===== config.mk =====
export PLATFORM = sky130hd
export DESIGN_NAME = spi_slave
export DESIGN_NICKNAME = d
export VERILOG_FILES = /design/src/rtl/spi_slave.sv
export SDC_FILE = /design/constraint.sdc
export NUM_CORES = 1
export LEC_CHECK = 0
export CORE_MARGIN = 10
export CORE_UTILIZATION = 54
export DETAILED_ROUTE_END_ITERATION = 8
export PLACE_DENSITY = 0.84
export SLEW_MARGIN = 20
export SYNTH_ARGS = -nofsm -noshare
export SYNTH_HDL_FRONTEND = slang
export SYNTH_SLANG_ARGS = --single-unit

===== constraint.sdc =====
create_clock -name clk -period 2.3 [get_ports clk]
set_input_delay 0.345 -clock clk [delete_from_list [all_inputs] [get_ports clk]]
set_output_delay 0.345 -clock clk [all_outputs]
set_load 0.005 [all_outputs]

===== src/rtl/spi_slave.sv =====
// SPI mode-0 target, LSB first: decodes [dir][address][data words...] frames into
// register write strobes and read requests, shifting read data back out on MISO.
module spi_slave #(
   parameter int unsigned DATA_BYTE   = 1,
   parameter int unsigned ADDR_BYTE   = 1,
   parameter int unsigned SYNC_STAGES = 2
) (
   input  logic                   clk,
   input  logic                   rst,
   input  logic                   i_cs_n,
   input  logic                   i_sclk,
   input  logic                   i_mosi,
   output logic                   o_miso,
   output logic                   o_miso_oe,
   output logic                   o_wr_vld,
   output logic [8*ADDR_BYTE-1:0] o_wr_addr,
   output logic [8*DATA_BYTE-1:0] o_wr_data,
   output logic                   o_rd_req,
   output logic [8*ADDR_BYTE-1:0] o_rd_addr,
   input  logic [8*DATA_BYTE-1:0] i_rd_data,
   output logic                   o_frm_err,
   output logic                   o_busy
);

   localparam int unsigned DW    = 8 * DATA_BYTE;
   localparam int unsigned AW    = 8 * ADDR_BYTE;
   localparam int unsigned MAX_W = (AW > DW) ? AW : DW;
   localparam int unsigned CW    = $clog2(MAX_W);

   typedef enum logic [3:0] {
      StIdle = 4'b0001,
      StDir  = 4'b0010,
      StAddr = 4'b0100,
      StData = 4'b1000
   } state_e;

   logic [SYNC_STAGES-1:0] cs_pipe, sclk_pipe, mosi_pipe;
   logic                   sclk_dly;
   logic                   cs_sync, sclk_sync, mosi_sync;
   logic                   rise_ev, fall_ev;

   state_e          state_q, state_d;
   logic            dir_q, dir_d;
   logic [CW-1:0]   bit_cnt_q, bit_cnt_d;
   logic [AW-1:0]   addr_sr_q, addr_sr_d;
   logic [AW-1:0]   addr_q, addr_d;
   logic [DW-1:0]   data_sr_q, data_sr_d;
   logic [DW-1:0]   tx_sr_q, tx_sr_d;
   logic            ld_q, ld_d;
   logic            wr_vld_q, wr_vld_d;
   logic [AW-1:0]   wr_addr_q, wr_addr_d;
   logic [DW-1:0]   wr_data_q, wr_data_d;
   logic            rd_req_q, rd_req_d;
   logic [AW-1:0]   rd_addr_q, rd_addr_d;
   logic            frm_err_q, frm_err_d;

   // cs synchronizer resets to "deselected" so reset never starts a frame by itself
   always_ff @(posedge clk) begin
      if (rst) begin
         cs_pipe   <= '1;
         sclk_pipe <= '0;
         mosi_pipe <= '0;
         sclk_dly  <= 1'b0;
      end else begin
         cs_pipe   <= {cs_pipe[SYNC_STAGES-2:0], i_cs_n};
         sclk_pipe <= {sclk_pipe[SYNC_STAGES-2:0], i_sclk};
         mosi_pipe <= {mosi_pipe[SYNC_STAGES-2:0], i_mosi};
         sclk_dly  <= sclk_pipe[SYNC_STAGES-1];
      end
   end

   assign cs_sync   = cs_pipe[SYNC_STAGES-1];
   assign sclk_sync = sclk_pipe[SYNC_STAGES-1];
   assign mosi_sync = mosi_pipe[SYNC_STAGES-1];
   assign rise_ev   = sclk_sync & ~sclk_dly;
   assign fall_ev   = ~sclk_sync & sclk_dly;

   always_ff @(posedge clk) begin
      if (rst) begin
         state_q   <= StIdle;
         dir_q     <= 1'b0;
         bit_cnt_q <= '0;
         addr_sr_q <= '0;
         addr_q    <= '0;
         data_sr_q <= '0;
         tx_sr_q   <= '0;
         ld_q      <= 1'b0;
         wr_vld_q  <= 1'b0;
         wr_addr_q <= '0;
         wr_data_q <= '0;
         rd_req_q  <= 1'b0;
         rd_addr_q <= '0;
         frm_err_q <= 1'b0;
      end else begin
         state_q   <= state_d;
         dir_q     <= dir_d;
         bit_cnt_q <= bit_cnt_d;
         addr_sr_q <= addr_sr_d;
         addr_q    <= addr_d;
         data_sr_q <= data_sr_d;
         tx_sr_q   <= tx_sr_d;
         ld_q      <= ld_d;
         wr_vld_q  <= wr_vld_d;
         wr_addr_q <= wr_addr_d;
         wr_data_q <= wr_data_d;
         rd_req_q  <= rd_req_d;
         rd_addr_q <= rd_addr_d;
         frm_err_q <= frm_err_d;
      end
   end

   always_comb begin
      state_d   = state_q;
      dir_d     = dir_q;
      bit_cnt_d = bit_cnt_q;
      addr_sr_d = addr_sr_q;
      addr_d    = addr_q;
      data_sr_d = data_sr_q;
      tx_sr_d   = tx_sr_q;
      ld_d      = rd_req_q;
      wr_vld_d  = 1'b0;
      wr_addr_d = wr_addr_q;
      wr_data_d = wr_data_q;
      rd_req_d  = 1'b0;
      rd_addr_d = rd_addr_q;
      frm_err_d = 1'b0;

      unique case (state_q)
         StIdle: begin
            bit_cnt_d = '0;
            if (!cs_sync) state_d = StDir;
         end
         StDir: begin
            if (cs_sync) begin
               state_d = StIdle;
            end else if (rise_ev) begin
               dir_d     = mosi_sync;
               bit_cnt_d = '0;
               state_d   = StAddr;
            end
         end
         StAddr: begin
            if (cs_sync) begin
               state_d   = StIdle;
               frm_err_d = 1'b1;
            end else if (rise_ev) begin
               addr_sr_d = {mosi_sync, addr_sr_q[AW-1:1]};
               if (bit_cnt_q == CW'(AW - 1)) begin
                  addr_d    = addr_sr_d;
                  bit_cnt_d = '0;
                  state_d   = StData;
                  if (!dir_q) begin
                     rd_req_d  = 1'b1;
                     rd_addr_d = addr_sr_d;
                  end
               end else begin
                  bit_cnt_d = bit_cnt_q + CW'(1);
               end
            end
         end
         StData: begin
            if (cs_sync) begin
               state_d   = StIdle;
               frm_err_d = (bit_cnt_q != '0);
            end else if (dir_q) begin
               if (rise_ev) begin
                  data_sr_d = {mosi_sync, data_sr_q[DW-1:1]};
                  if (bit_cnt_q == CW'(DW - 1)) begin
                     wr_vld_d  = 1'b1;
                     wr_addr_d = addr_q;
                     wr_data_d = data_sr_d;
                     addr_d    = addr_q + AW'(1);
                     bit_cnt_d = '0;
                  end else begin
                     bit_cnt_d = bit_cnt_q + CW'(1);
                  end
               end
            end else begin
               // bit 0 of each word is presented at load time, so no shift before it
               if (fall_ev && bit_cnt_q != '0) tx_sr_d = tx_sr_q >> 1;
               if (rise_ev) begin
                  if (bit_cnt_q == CW'(DW - 1)) begin
                     addr_d    = addr_q + AW'(1);
                     bit_cnt_d = '0;
                     rd_req_d  = 1'b1;
                     rd_addr_d = addr_q + AW'(1);
                  end else begin
                     bit_cnt_d = bit_cnt_q + CW'(1);
                  end
               end
            end
         end
         default: state_d = StIdle;
      endcase

      if (ld_q) tx_sr_d = i_rd_data;
   end

   assign o_busy    = (state_q != StIdle);
   assign o_miso_oe = (state_q == StData) & ~dir_q & ~cs_sync;
   assign o_miso    = o_miso_oe & tx_sr_q[0];
   assign o_wr_vld  = wr_vld_q;
   assign o_wr_addr = wr_addr_q;
   assign o_wr_data = wr_data_q;
   assign o_rd_req  = rd_req_q;
   assign o_rd_addr = rd_addr_q;
   assign o_frm_err = frm_err_q;

endmodule


==> summary.txt, run 1 <==
Pwr
  • Net Sw Frac: around a fifth
  • Lkg Pwr: approximately 0.0017 uW
  • Clk pwr share: between 40% and 50%
  • Comb power frac: 2.5%
  • Pwr Density: about 650 mW/mm^2
  • Maximum VDD drop: roughly 0.39 mV
  • Part of the power in registers: approximately 50%
  • P_int: around 2000 uW
  • Switching power: roughly 530 uW

CTS
  • CTS clock-pin slew for the worst setup and hold paths: approximately 80 ps
  • CTS Buffer Depth: 2
  • CTS tree: yes
  • CTS buffer count: 9
  • Clk root buf: clkbuf_8
  • Post-cts gate resize count: 2
  • Worst-Skew Late Latency: 340 ps
  • Clock sink total: 73
  • Post-CTS setup buffer count: 0
  • # hold bufs at CTS: 0
  • CTS H-tree depth: 3

Cells and area
  • Nets: 396
  • Most frequent cells in the layout: 72 x dfxtp_1, 48 x nor2_1, 39 x clkdlybuf4s50_1
  • Antenna diodes: 0
  • Final Core Density: a little over two thirds
  • Area delta synth->final: 22.8%
  • Fraction of layout cells with a size suffix above 1: 11.7%
  • Most common cell after layout, fill and taps aside: dfxtp_1

Route
  • Via-to-Cell Ratio: 5.52
  • WL per Instance: 14.7 um
  • Met1 Wirelength: ~3000 um
  • DR top layer: met4
  • WL final: between 6000 and 7000 um
  • # DRC: 0
  • Drt first pass iters: 4
  • 1st-iter DRT viols: ~170
  • Wire length on met3: roughly 450 um
  • Routed Antenna Nets: 0
  • WL met2: between 3000 and 4000 um
  • Via count: 2511

STA
  • Endpoints failing hold: 0
  • RSZ-0062 raised after global routing: false
  • Relative slew slack: 57.4%
  • Final min period: between 2000 and 2500 ps
  • Clock Skews: 5.72 ps
  • Final period util: ~95%
  • # setup viols final: 0
  • Max-slew violation count: 0
  • FMAX: ~0.46 GHz
  • Worst Max-Slew Pin Slew: around 640 ps
  • Final setup TNS: 0 ps

Hold path
  • Min-Delay Startpoint: rst
  • Hold Crit Endpoint: o_wr_addr[1]$_SDFFE_PP0P_
  • Worst hold path type: in2reg
  • Hold Crit Depth: 2

Critical path
  • Reg2Reg Setup Slack: about 430 ps
  • Crit path largest cell delay: 500 ps
  • CP endpoint kind: primary output
  • Critical path peak fanout: 9
  • CP startpoint kind: flop
  • Reg2Reg Depth: 6
  • Setup crit start: state_q[2]$_SDFFE_PP0P_
  • Start of the worst register-to-register path: bit_cnt_q[1]$_SDFFE_PP0P_
  • Critical path's slowest cell: clkdlybuf4s50_1
  • Crit-path cells: buf_4 -> nor4b_4 -> and3_1 -> clkdlybuf4s50_1
  • Setup CP Type: reg2out
  • WP buf/inv: 2
  • CP required: 1960 ps
  • CP delay by family, top: buffers and inverters
  • R2r endpoint: addr_q[6]$_SDFFE_PP0P_
  • Worst Path Arrival: roughly 1800 ps

Synth
  • Flop and latch count out of synthesis: between 70 and 80
  • Synth warnings: 0
  • Net count after synthesis: around 360
  • Yosys top cell area share: 45.8%
  • Syn Inst Count: roughly 340
  • Register area share after synthesis: a little under half
  • Leading area contributor after synthesis: dfxtp_1
  • Mapped cell area: 0.00319 sq mm
  • Top FF cell, synth: dfxtp_1
  • Synth top area cells: dfxtp_1 46%, mux2i_1 11%, nor2_1 5.6%
  • Number of synthesized flops with an enable pin: 0
  • Synthesized area per cell: between 9 and 10 sq um
  • Asr flop ratio synth: 0%
  • Count of cell types in the netlist: 57

Flow run
  • Max Cap Viol: 0

Floorplanning
  • Placement row count: 27
  • Die Wd: about 97 um
  • Core box area: between 0.005 and 0.006 sq mm
  • Die Ht: 96.9 um
  • Initial Util: between 50% and 60%
  • Die area: approximately 0.0094 sq mm
  • I/O pin count: 43

Placed design
  • Final Wtd Congestion: approximately 0.87
  • DP HPWL: around 4700 um
  • I/O Buffers: between 40 and 50

Global route
  • First-pass GRT wire length: around 11000 um
  • Grt total ovfl: 0
  • Largest net degree at the start of global routing: 26
  • Gr usage total: between 10% and 20%
  • Initial antenna violation count: 0
  • Number of global-route vias before repair: 2392

Status
  • Status: finished, final reports clean
## stage by stage
step                      setup slack [ps]  std cells  hold slack (ps)  total power (uW)  area, sq um
after floorplan                        525        337              389              1340         3190
after global placement                 350        439              398              1370         3670
after detailed placement               323        439              411              1370         3670
after CTS                             24.4        455              397              2580         3920
after global routing                  33.0        455              437              2650         3920
final                                  124        455              406              2560         3920
## registers in the layout (all words and copies together), names as in the netlist
| signal | count |
|---|---|
| addr_q | 8 |
| o_rd_addr | 8 |
| o_wr_addr | 8 |
| o_wr_data | 8 |
| tx_sr_q | 8 |
| addr_sr_q | 7 |
| data_sr_q | 7 |
| state_q | 4 |
| bit_cnt_q | 3 |
| cs_pipe | 2 |
| mosi_pipe | 2 |
| sclk_pipe | 2 |
| dir_q | 1 |
| ld_q | 1 |
| o_frm_err | 1 |
| o_rd_req | 1 |
| o_wr_vld | 1 |
| sclk_dly | 1 |
## cell families (layout without fill, tap and decap cells)
family                     Yosys count  after routing  synth area share (%)
xor gates and xnor gates             5              5                  1.61
and+or+nand+nor                    134            134                  22.8
DFF                                 73             73                  45.8
adders and majority gates            5              5                  1.96
muxes                               37             37                  11.7
AOI/OAI and AO/OA                   50             50                  11.3
buffers and inverters               33             79                  4.94
## Yosys cell counts, types with 2 or more instances
cell type  count
nor2b_1       14
clkbuf_1      11
a31o_2         2
o21ai_0        7
buf_4          2
or3_1          2
ha_1           5
and2_1         3
nand3b_1       3
o211ai_1       5
dfxtp_1       73
inv_1          8
a21oi_1       12
nor2_1        48
o211a_1        2
buf_6          2
nand4_1        3
nand2b_1       4
o32ai_1        2
nand2_1       17
a211oi_1       2
nor4b_1        2
o21ai_1        3
nor3b_1        3
or2_2          2
a2111oi_1      6
buf_2          9
nand3_1        7
nor3_1        10
nand3_2        2
and3_1         4
mux2i_1       35
xor2_1         3
## power by group through the flow
stage | combinational (uW) | clock, uW | sequential (uW)
2_1_floorplan | 35.1 | 0 | 1300
3_3_place_gp | 62.6 | 0 | 1300
3_5_place_dp | 63.0 | 0 | 1300
4_1_cts | 63.4 | 1250 | 1280
5_1_grt | 68.4 | 1310 | 1280
6_report | 62.8 | 1220 | 1280
## per-layer routing
metal	global-route usage, %	vias to the layer above
li1	-	1264
met2	22.4	77
met5	0	-
met4	8.23	0
met3	3.55	15
met1	16.7	1155
## cell type report
| cell class | instances | area (sq um) |
|---|---|---|
| inverter | 8 | 30.0 |
| clock inverter | 7 | 126 |
| clock buffer | 9 | 124 |
| multi-input combinational | 231 | 1580 |
| sequential | 73 | 1460 |
| timing repair buffer | 55 | 514 |
| fill | 435 | 1690 |
| tap | 72 | 90.1 |
## worst max-delay path by stage
stage | to | slack [ps] | depth (start not counted)
after floorplan | o_rd_addr[7]$_SDFFE_PP0P_ | 530 | 6
after global placement | o_miso_oe | 350 | 3
after detailed placement | o_miso_oe | 320 | 3
after CTS | o_busy | 20 | 2
after global routing | o_miso | 30 | 4
final | o_miso | 120 | 4
No activity file was read; power rests on OpenSTA's default activity.
==> inputs of run 2 (changes only) <==
--- a/config.mk
+++ b/config.mk
@@ -6,9 +6,9 @@
 export NUM_CORES = 1
 export LEC_CHECK = 0
 export CORE_MARGIN = 10
-export CORE_UTILIZATION = 54
+export CORE_UTILIZATION = 49
 export DETAILED_ROUTE_END_ITERATION = 8
-export PLACE_DENSITY = 0.84
+export PLACE_DENSITY = 0.8
 export SLEW_MARGIN = 20
 export SYNTH_ARGS = -nofsm -noshare
 export SYNTH_HDL_FRONTEND = slang
==> constraint.sdc (replaced) <==
create_clock -name clk -period 1.8 [get_ports clk]
set_input_delay 0.27 -clock clk [delete_from_list [all_inputs] [get_ports clk]]
set_output_delay 0.27 -clock clk [all_outputs]
set_load 0.005 [all_outputs]
==> summary.txt, run 2 (synthesis gave the netlist of run 1 again) <==
Global route
  • Met1 Use GR: 17.5% (was 16.7%)
  • First-pass GRT wire length: 12300 um (was 11300 um)
  • Met3 global-route usage: 3.57% (was 3.55%)
  • Grt total ovfl: 0 (unchanged)
  • Initial antenna violation count: 0 (unchanged)
  • Met2 GRT Util: 24.0% (was 22.4%)
  • Gr usage total: 14.8% (was 14.1%)
  • Most Crowded Layer GR: met2 (unchanged)
  • Largest net degree at the start of global routing: 51 (was 26)
  • Number of global-route vias before repair: 2634 (was 2392)

Status
  • Status: finished, violations left (was finished, final reports clean)
  • Failing checks: setup timing

STA
  • Clock Skews: 6.89 ps (was 5.72 ps)
  • Worst Max-Slew Pin Slew: 833 ps (was 637 ps)
  • Final period util: 106%
  • RSZ-0062 raised after global routing: true (was false)
  • FMAX: 0.522 GHz
  • # setup viols final: 1 (was 0)
  • Max-slew violation count: 0 (unchanged)
  • Relative slew slack: 44.4% (was 57.4%)
  • Setup ws final: -114 ps (was 124 ps)
  • Final min period: roughly 1900 ps
  • Endpoints failing hold: 0 (unchanged)
  • Final setup TNS: -114 ps (was 0 ps)
  • Worst-case hold slack: 345 ps (was 406 ps)

Critical path
  • Worst Path Arrival: 2120 ps (was 1830 ps)
  • CP delay by family, top: simple AND/OR/NAND/NOR gates (was buffers and inverters)
  • Setup crit end: tx_sr_q[1]$_SDFFE_PP0P_ (was o_miso)
  • Critical path's slowest cell: dfxtp_4 (was clkdlybuf4s50_1)
  • Setup CP Type: reg2reg (was reg2out)
  • Crit path largest cell delay: 360 ps (was 500 ps)
  • CP startpoint kind: flop (unchanged)
  • Reg2Reg Depth: 7 (was 6)
  • WP buf/inv: 3 (was 2)
  • R2r endpoint: tx_sr_q[1]$_SDFFE_PP0P_ (was addr_q[6]$_SDFFE_PP0P_)
  • Start of the worst register-to-register path: state_q[1]$_SDFFE_PP0P_ (was bit_cnt_q[1]$_SDFFE_PP0P_)
  • Reg2Reg Setup Slack: -110 ps (was 430 ps)
  • Critical path peak fanout: 7 (was 9)
  • Crit-path cells: buf_4 -> nor4b_4 -> buf_6 -> nand4_1 -> buf_4 -> nor3_1 -> a2111oi_2 (was buf_4 -> nor4b_4 -> and3_1 -> clkdlybuf4s50_1)
  • Critical path depth: 7 (was 4)
  • CP most frequent cell: buf_4
  • Setup crit start: state_q[1]$_SDFFE_PP0P_ (was state_q[2]$_SDFFE_PP0P_)
  • CP endpoint kind: flop (was primary output)
  • CP required: 2010 ps (was 1960 ps)

CTS
  • Clock sink total: 73 (unchanged)
  • CTS H-tree depth: 3 (unchanged)
  • CTS clock-pin slew for the worst setup and hold paths: 70 ps (was 80 ps)
  • CTS buffer count: 9 (unchanged)
  • CTS tree: yes (unchanged)
  • Clk root buf: clkbuf_8 (unchanged)
  • Worst-Skew Late Latency: 340 ps (about the same)
  • CTS Buffer Depth: 2 (unchanged)

Pwr
  • Tot Pwr: 3050 uW (was 2560 uW)
  • Net Sw Frac: 21.6% (was 20.7%)
  • Lkg Pwr: 0.00180 uW (was 0.00170 uW)
  • Switching power: 657 uW (was 530 uW)
  • Maximum VDD drop: 0.485 mV (was 0.394 mV)
  • Part of the power in registers: 53.5% (was 49.8%)
  • Pwr Density: 725 mW/mm^2 (was 653 mW/mm^2)
  • Comb power frac: 3.4% (was 2.5%)
  • P_int: 2390 uW (was 2030 uW)
  • Clk pwr share: 43.1% (was 47.8%)

Route
  • 1st-iter DRT viols: 139 (was 168)
  • Routed Antenna Nets: 0 (unchanged)
  • WL final: 7750 um (was 6710 um)
  • Drt first pass iters: 4 (unchanged)
  • WL per Instance: 16.2 um (was 14.7 um)
  • Via-to-Cell Ratio: 5.59 (was 5.52)
  • Via count: 2668 (was 2511)
  • # DRC: 0 (unchanged)

Flow run
  • Max Cap Viol: 0 (unchanged)

Cells and area
  • Area delta synth->final: 31.5% (was 22.8%)
  • Layout fillers: 484 (was 435)
  • Antenna diodes: 0 (unchanged)
  • Final Core Density: 66.2% (was 69.9%)
  • Most common cell after layout, fill and taps aside: dfxtp_1 (unchanged)
  • Nets: 413 (was 396)
  • Fraction of layout cells with a size suffix above 1: 22.3% (was 11.7%)
  • Most frequent cells in the layout: 70 x dfxtp_1, 48 x nor2_1, 38 x clkdlybuf4s50_1 (was 72 x dfxtp_1, 48 x nor2_1, 39 x clkdlybuf4s50_1)

Floorplanning
  • I/O pin count: 43 (unchanged)
  • Placement row count: 29 (was 27)
  • Die Wd: 101 um (was 96.9 um)
  • Die area: 0.0101 sq mm (was 0.00939 sq mm)
  • Core box area: 0.00635 sq mm (was 0.00561 sq mm)
  • Die Ht: 101 um (was 96.9 um)
  • Initial Util: 50.3% (was 57.0%)

Placed design
  • Final Wtd Congestion: 0.910 (was 0.869)
  • DP HPWL: 4870 um (was 4690 um)
  • I/O Buffers: 42 (unchanged)

Hold path
  • Worst hold path type: in2reg (unchanged)
[run 2: repair_timing]
item / CTS / global route
gates cloned: 1 / 0
hold buffers: 0 / 0
setup endpoints to repair: 12 / 39
hold endpoints to repair: 0 / 0
gates resized for setup: 31 / 22
pin swaps: 5 / 1
setup buffers: 3 / 1
[run 2: worst register-to-register path, delay by kind of cell (launching register included)]
kind	cells	cell delay [ps]
AOI/OAI and AO/OA	1	130
DFF	1	360
buffers and inverters	3	540
and+or+nand+nor	3	750
[run 2: how the worst min path moves through the flow]
stage / end / startpoint / slack (ps) / cells past startpoint
detailed placement: cs_pipe[1]$_SDFF_PP1_ / cs_pipe[0]$_SDFF_PP1_ / 400 / 1
CTS: ld_q$_SDFF_PP0_ / rst / 290 / 2
finish: ld_q$_SDFF_PP0_ / rst / 340 / 2
floorplan: tx_sr_q[0]$_SDFFE_PP0P_ / rst / 360 / 1
global route: ld_q$_SDFF_PP0_ / rst / 360 / 2
global placement: cs_pipe[1]$_SDFF_PP1_ / cs_pipe[0]$_SDFF_PP1_ / 400 / 1
[run 2: power groups by stage]
stage	logic (uW)	registers (uW)	clock network, uW
final	104	1630	1310
after global routing	112	1630	1410
after CTS	99.3	1630	1340
after detailed placement	96.5	1670	0
after global placement	94.7	1670	0
after floorplan	44.8	1660	0
[run 2: routing by layer]
| metal | routed length, um | up-vias |
|---|---|---|
| met5 | 0 | - |
| met2 | 3820 | 72 |
| met4 | 176 | 0 |
| li1 | - | 1303 |
| met1 | 3360 | 1276 |
| met3 | 392 | 17 |
[run 2: per-stage QoR]
step	worst slack [ps]	cell area, sq um	std cells
finish	-114	4200	477
global route	-209	4200	477
CTS	8.44	4070	476
detailed placement	-64.8	3790	457
global placement	-59.6	3790	457
floorplan	25.2	3190	337
[run 2: area by class of cell]
cell class                      count  area [sq um]  share of cell area (%)
Tap cell                           77          96.3                    2.29
Multi-Input combinational cell    231          1740                    41.5
Sequential cell                    73          1470                    34.9
Clock inverter                      4          51.3                    1.22
Clock buffer                       12           155                    3.69
Timing Repair Buffer               72           657                    15.6
Inverter                            8          30.0                   0.715
==> inputs of run 3 (changes only) <==
--- a/config.mk
+++ b/config.mk
@@ -5,7 +5,7 @@
 export SDC_FILE = /design/constraint.sdc
 export NUM_CORES = 1
 export LEC_CHECK = 0
-export CORE_MARGIN = 10
+export CORE_MARGIN = 4
 export CORE_UTILIZATION = 49
 export DETAILED_ROUTE_END_ITERATION = 8
 export PLACE_DENSITY = 0.8
==> summary.txt, run 3 (synthesis gave the netlist of run 1 again) <==
STA
  • Final min period: 1760 ps (was 1910 ps)
  • Relative slew slack: 57.5% (was 44.4%)
  • Clock Skews: 9.70 ps (was 6.89 ps)
  • Worst Max-Slew Pin Slew: 637 ps (was 833 ps)
  • Max-slew violation count: 0 (unchanged)
  • # setup viols final: 0 (was 1)
  • RSZ-0062 raised after global routing: true (unchanged)
  • Final setup TNS: 0 ps (was -114 ps)
  • Final period util: 97.9% (was 106%)
  • FMAX: 0.567 GHz (was 0.522 GHz)
  • Endpoints failing hold: 0 (unchanged)

CTS
  • Clk root buf: clkbuf_8 (unchanged)
  • Clock sink total: 73 (unchanged)
  • CTS buffer count: 9 (unchanged)
  • Worst-Skew Late Latency: 350 ps (was 340 ps)
  • CTS tree: yes (unchanged)
  • CTS clock-pin slew for the worst setup and hold paths: 80 ps (was 70 ps)
  • CTS H-tree depth: 3 (unchanged)
  • CTS Buffer Depth: 2 (unchanged)

Route
  • WL met2: 3010 um (was 3820 um)
  • WL per Instance: 14.1 um (was 16.2 um)
  • Routed Antenna Nets: 0 (unchanged)
  • # DRC: 0 (unchanged)
  • Wire length on met3: 335 um (was 392 um)
  • 1st-iter DRT viols: 211 (was 139)
  • WL final: 6680 um (was 7750 um)
  • Drt first pass iters: 4 (unchanged)
  • Met1 Wirelength: 3130 um (was 3360 um)
  • Via count: 2556 (was 2668)
  • Via-to-Cell Ratio: 5.39 (was 5.59)
  • DR top layer: met4 (unchanged)

Cells and area
  • Layout fillers: 529 (was 484)
  • Reg area: 0.00147 sq mm (about the same)
  • Final instance area: 0.00407 sq mm (was 0.00420 sq mm)
  • Fraction of layout cells with a size suffix above 1: 20.4% (was 22.3%)
  • Nets: 411 (was 413)
  • Area of the multi-input gates: 0.00167 sq mm (was 0.00174 sq mm)
  • Most frequent cells in the layout: 68 x dfxtp_1, 48 x nor2_1, 38 x clkdlybuf4s50_1 (was 70 x dfxtp_1, 48 x nor2_1, 38 x clkdlybuf4s50_1)
  • Most common cell after layout, fill and taps aside: dfxtp_1 (unchanged)
  • Area delta synth->final: 27.3% (was 31.5%)
  • Antenna diodes: 0 (unchanged)
  • Final Core Density: 64.1% (was 66.2%)
  • Post-Layout Cell Count: 474 (was 477)

Pwr
  • Comb power frac: 3.3% (was 3.4%)
  • Switching power: 655 uW (was 657 uW)
  • P_int: 2190 uW (was 2390 uW)
  • Maximum VDD drop: 0.472 mV (was 0.485 mV)
  • Pwr Density: 700 mW/mm^2 (was 725 mW/mm^2)
  • Tot Pwr: 2850 uW (was 3050 uW)
  • Part of the power in registers: 57.1% (was 53.5%)
  • Net Sw Frac: 23.0% (was 21.6%)
  • Lkg Pwr: 0.00176 uW (was 0.00180 uW)
  • Clk pwr share: 39.6% (was 43.1%)

Critical path
  • Worst Path Arrival: 2030 ps (was 2120 ps)
  • Critical path peak fanout: 3 (was 7)
  • CP endpoint kind: flop (unchanged)
  • Setup CP Type: reg2reg (unchanged)
  • CP startpoint kind: flop (unchanged)
  • CP required: 2060 ps (was 2010 ps)

Placed design
  • Cells after DPL: 458 (was 457)
  • Dpl cell area: 0.00378 sq mm (was 0.00379 sq mm)
  • DP HPWL: 4700 um (was 4870 um)
  • Final Wtd Congestion: 0.889 (was 0.910)
  • I/O Buffers: 42 (unchanged)

Global route
  • First-pass GRT wire length: 11300 um (was 12300 um)
  • Initial antenna violation count: 0 (unchanged)
  • Largest net degree at the start of global routing: 33 (was 51)
  • Number of global-route vias before repair: 2465 (was 2634)
  • Gr usage total: 18.4% (was 14.8%)
  • Grt total ovfl: 0 (unchanged)

Floorplanning
  • I/O pin count: 43 (unchanged)
  • Die Wd: 88.7 um (was 101 um)
  • Initial Util: 50.3% (unchanged)
  • Die area: 0.00787 sq mm (was 0.0101 sq mm)
  • Placement row count: 29 (unchanged)
  • Die Ht: 88.7 um (was 101 um)
  • Core box area: 0.00635 sq mm (unchanged)

Flow run
  • Max Cap Viol: 0 (unchanged)

Hold path
  • Worst hold path type: in2reg (unchanged)

Status
  • Status: finished, final reports clean (was finished, violations left)
-- run 3: path summary, 6_finish.rpt --
| check | from | endpoint | slack [ps] | cells past startpoint |
|---|---|---|---|---|
| max | bit_cnt_q[1]$_SDFFE_PP0P_ | o_rd_addr[7]$_SDFFE_PP0P_ | 40 | 6 |
| max reg2reg | bit_cnt_q[1]$_SDFFE_PP0P_ | o_rd_addr[7]$_SDFFE_PP0P_ | 40 | 6 |
| min | rst | addr_sr_q[2]$_SDFFE_PP0P_ | 260 | 2 |
| min reg2reg | cs_pipe[0]$_SDFF_PP1_ | cs_pipe[1]$_SDFF_PP1_ | 410 | 1 |
-- run 3: repair_timing --
item                       4_1_cts  5_1_grt
setup buffers                    0        1
gates resized for setup         19       21
pin swaps                        4        6
hold buffers                     0        0
setup endpoints to repair       10       35
-- run 3: area by class of cell --
type                       instances  area share, %
multi-input combinational        231           41.1
sequential                        73           36.1
clock buffer                      10           3.38
inverter                           8          0.738
clock inverter                     5          0.769
tap                               77           2.37
timing repair buffer              70           15.5
-- run 3: per-stage QoR --
step / setup slack [ps] / hold slack [ps]
floorplan: 25.2 / 362
global placement: 0.505 / 399
detailed placement: -29.7 / 403
CTS: -15.2 / 252
global route: -22.6 / 254
finish: 37.2 / 261
-- run 3: metal layers --
metal  track usage (%)  vias up
met4              11.8        0
met2              27.9       66
met5                 0        -
met3              3.17       18
li1                  -     1291
met1              24.3     1181
-- run 3: power groups by stage --
stage	sequential [uW]	combinational, uW	clock [uW]
finish	1630	94.6	1130
CTS	1630	92.9	1160
global placement	1670	92.3	0
global route	1630	103	1240
floorplan	1660	44.8	0
detailed placement	1670	92.4	0
-- run 3: critical path, cell delays in order, from the launching register on --
cell and delay, ps:
dfxtp_4 370, ha_4 140, ha_4 120, nand4bb_1 170
or3_4 430, or3_4 370, o32ai_2 80
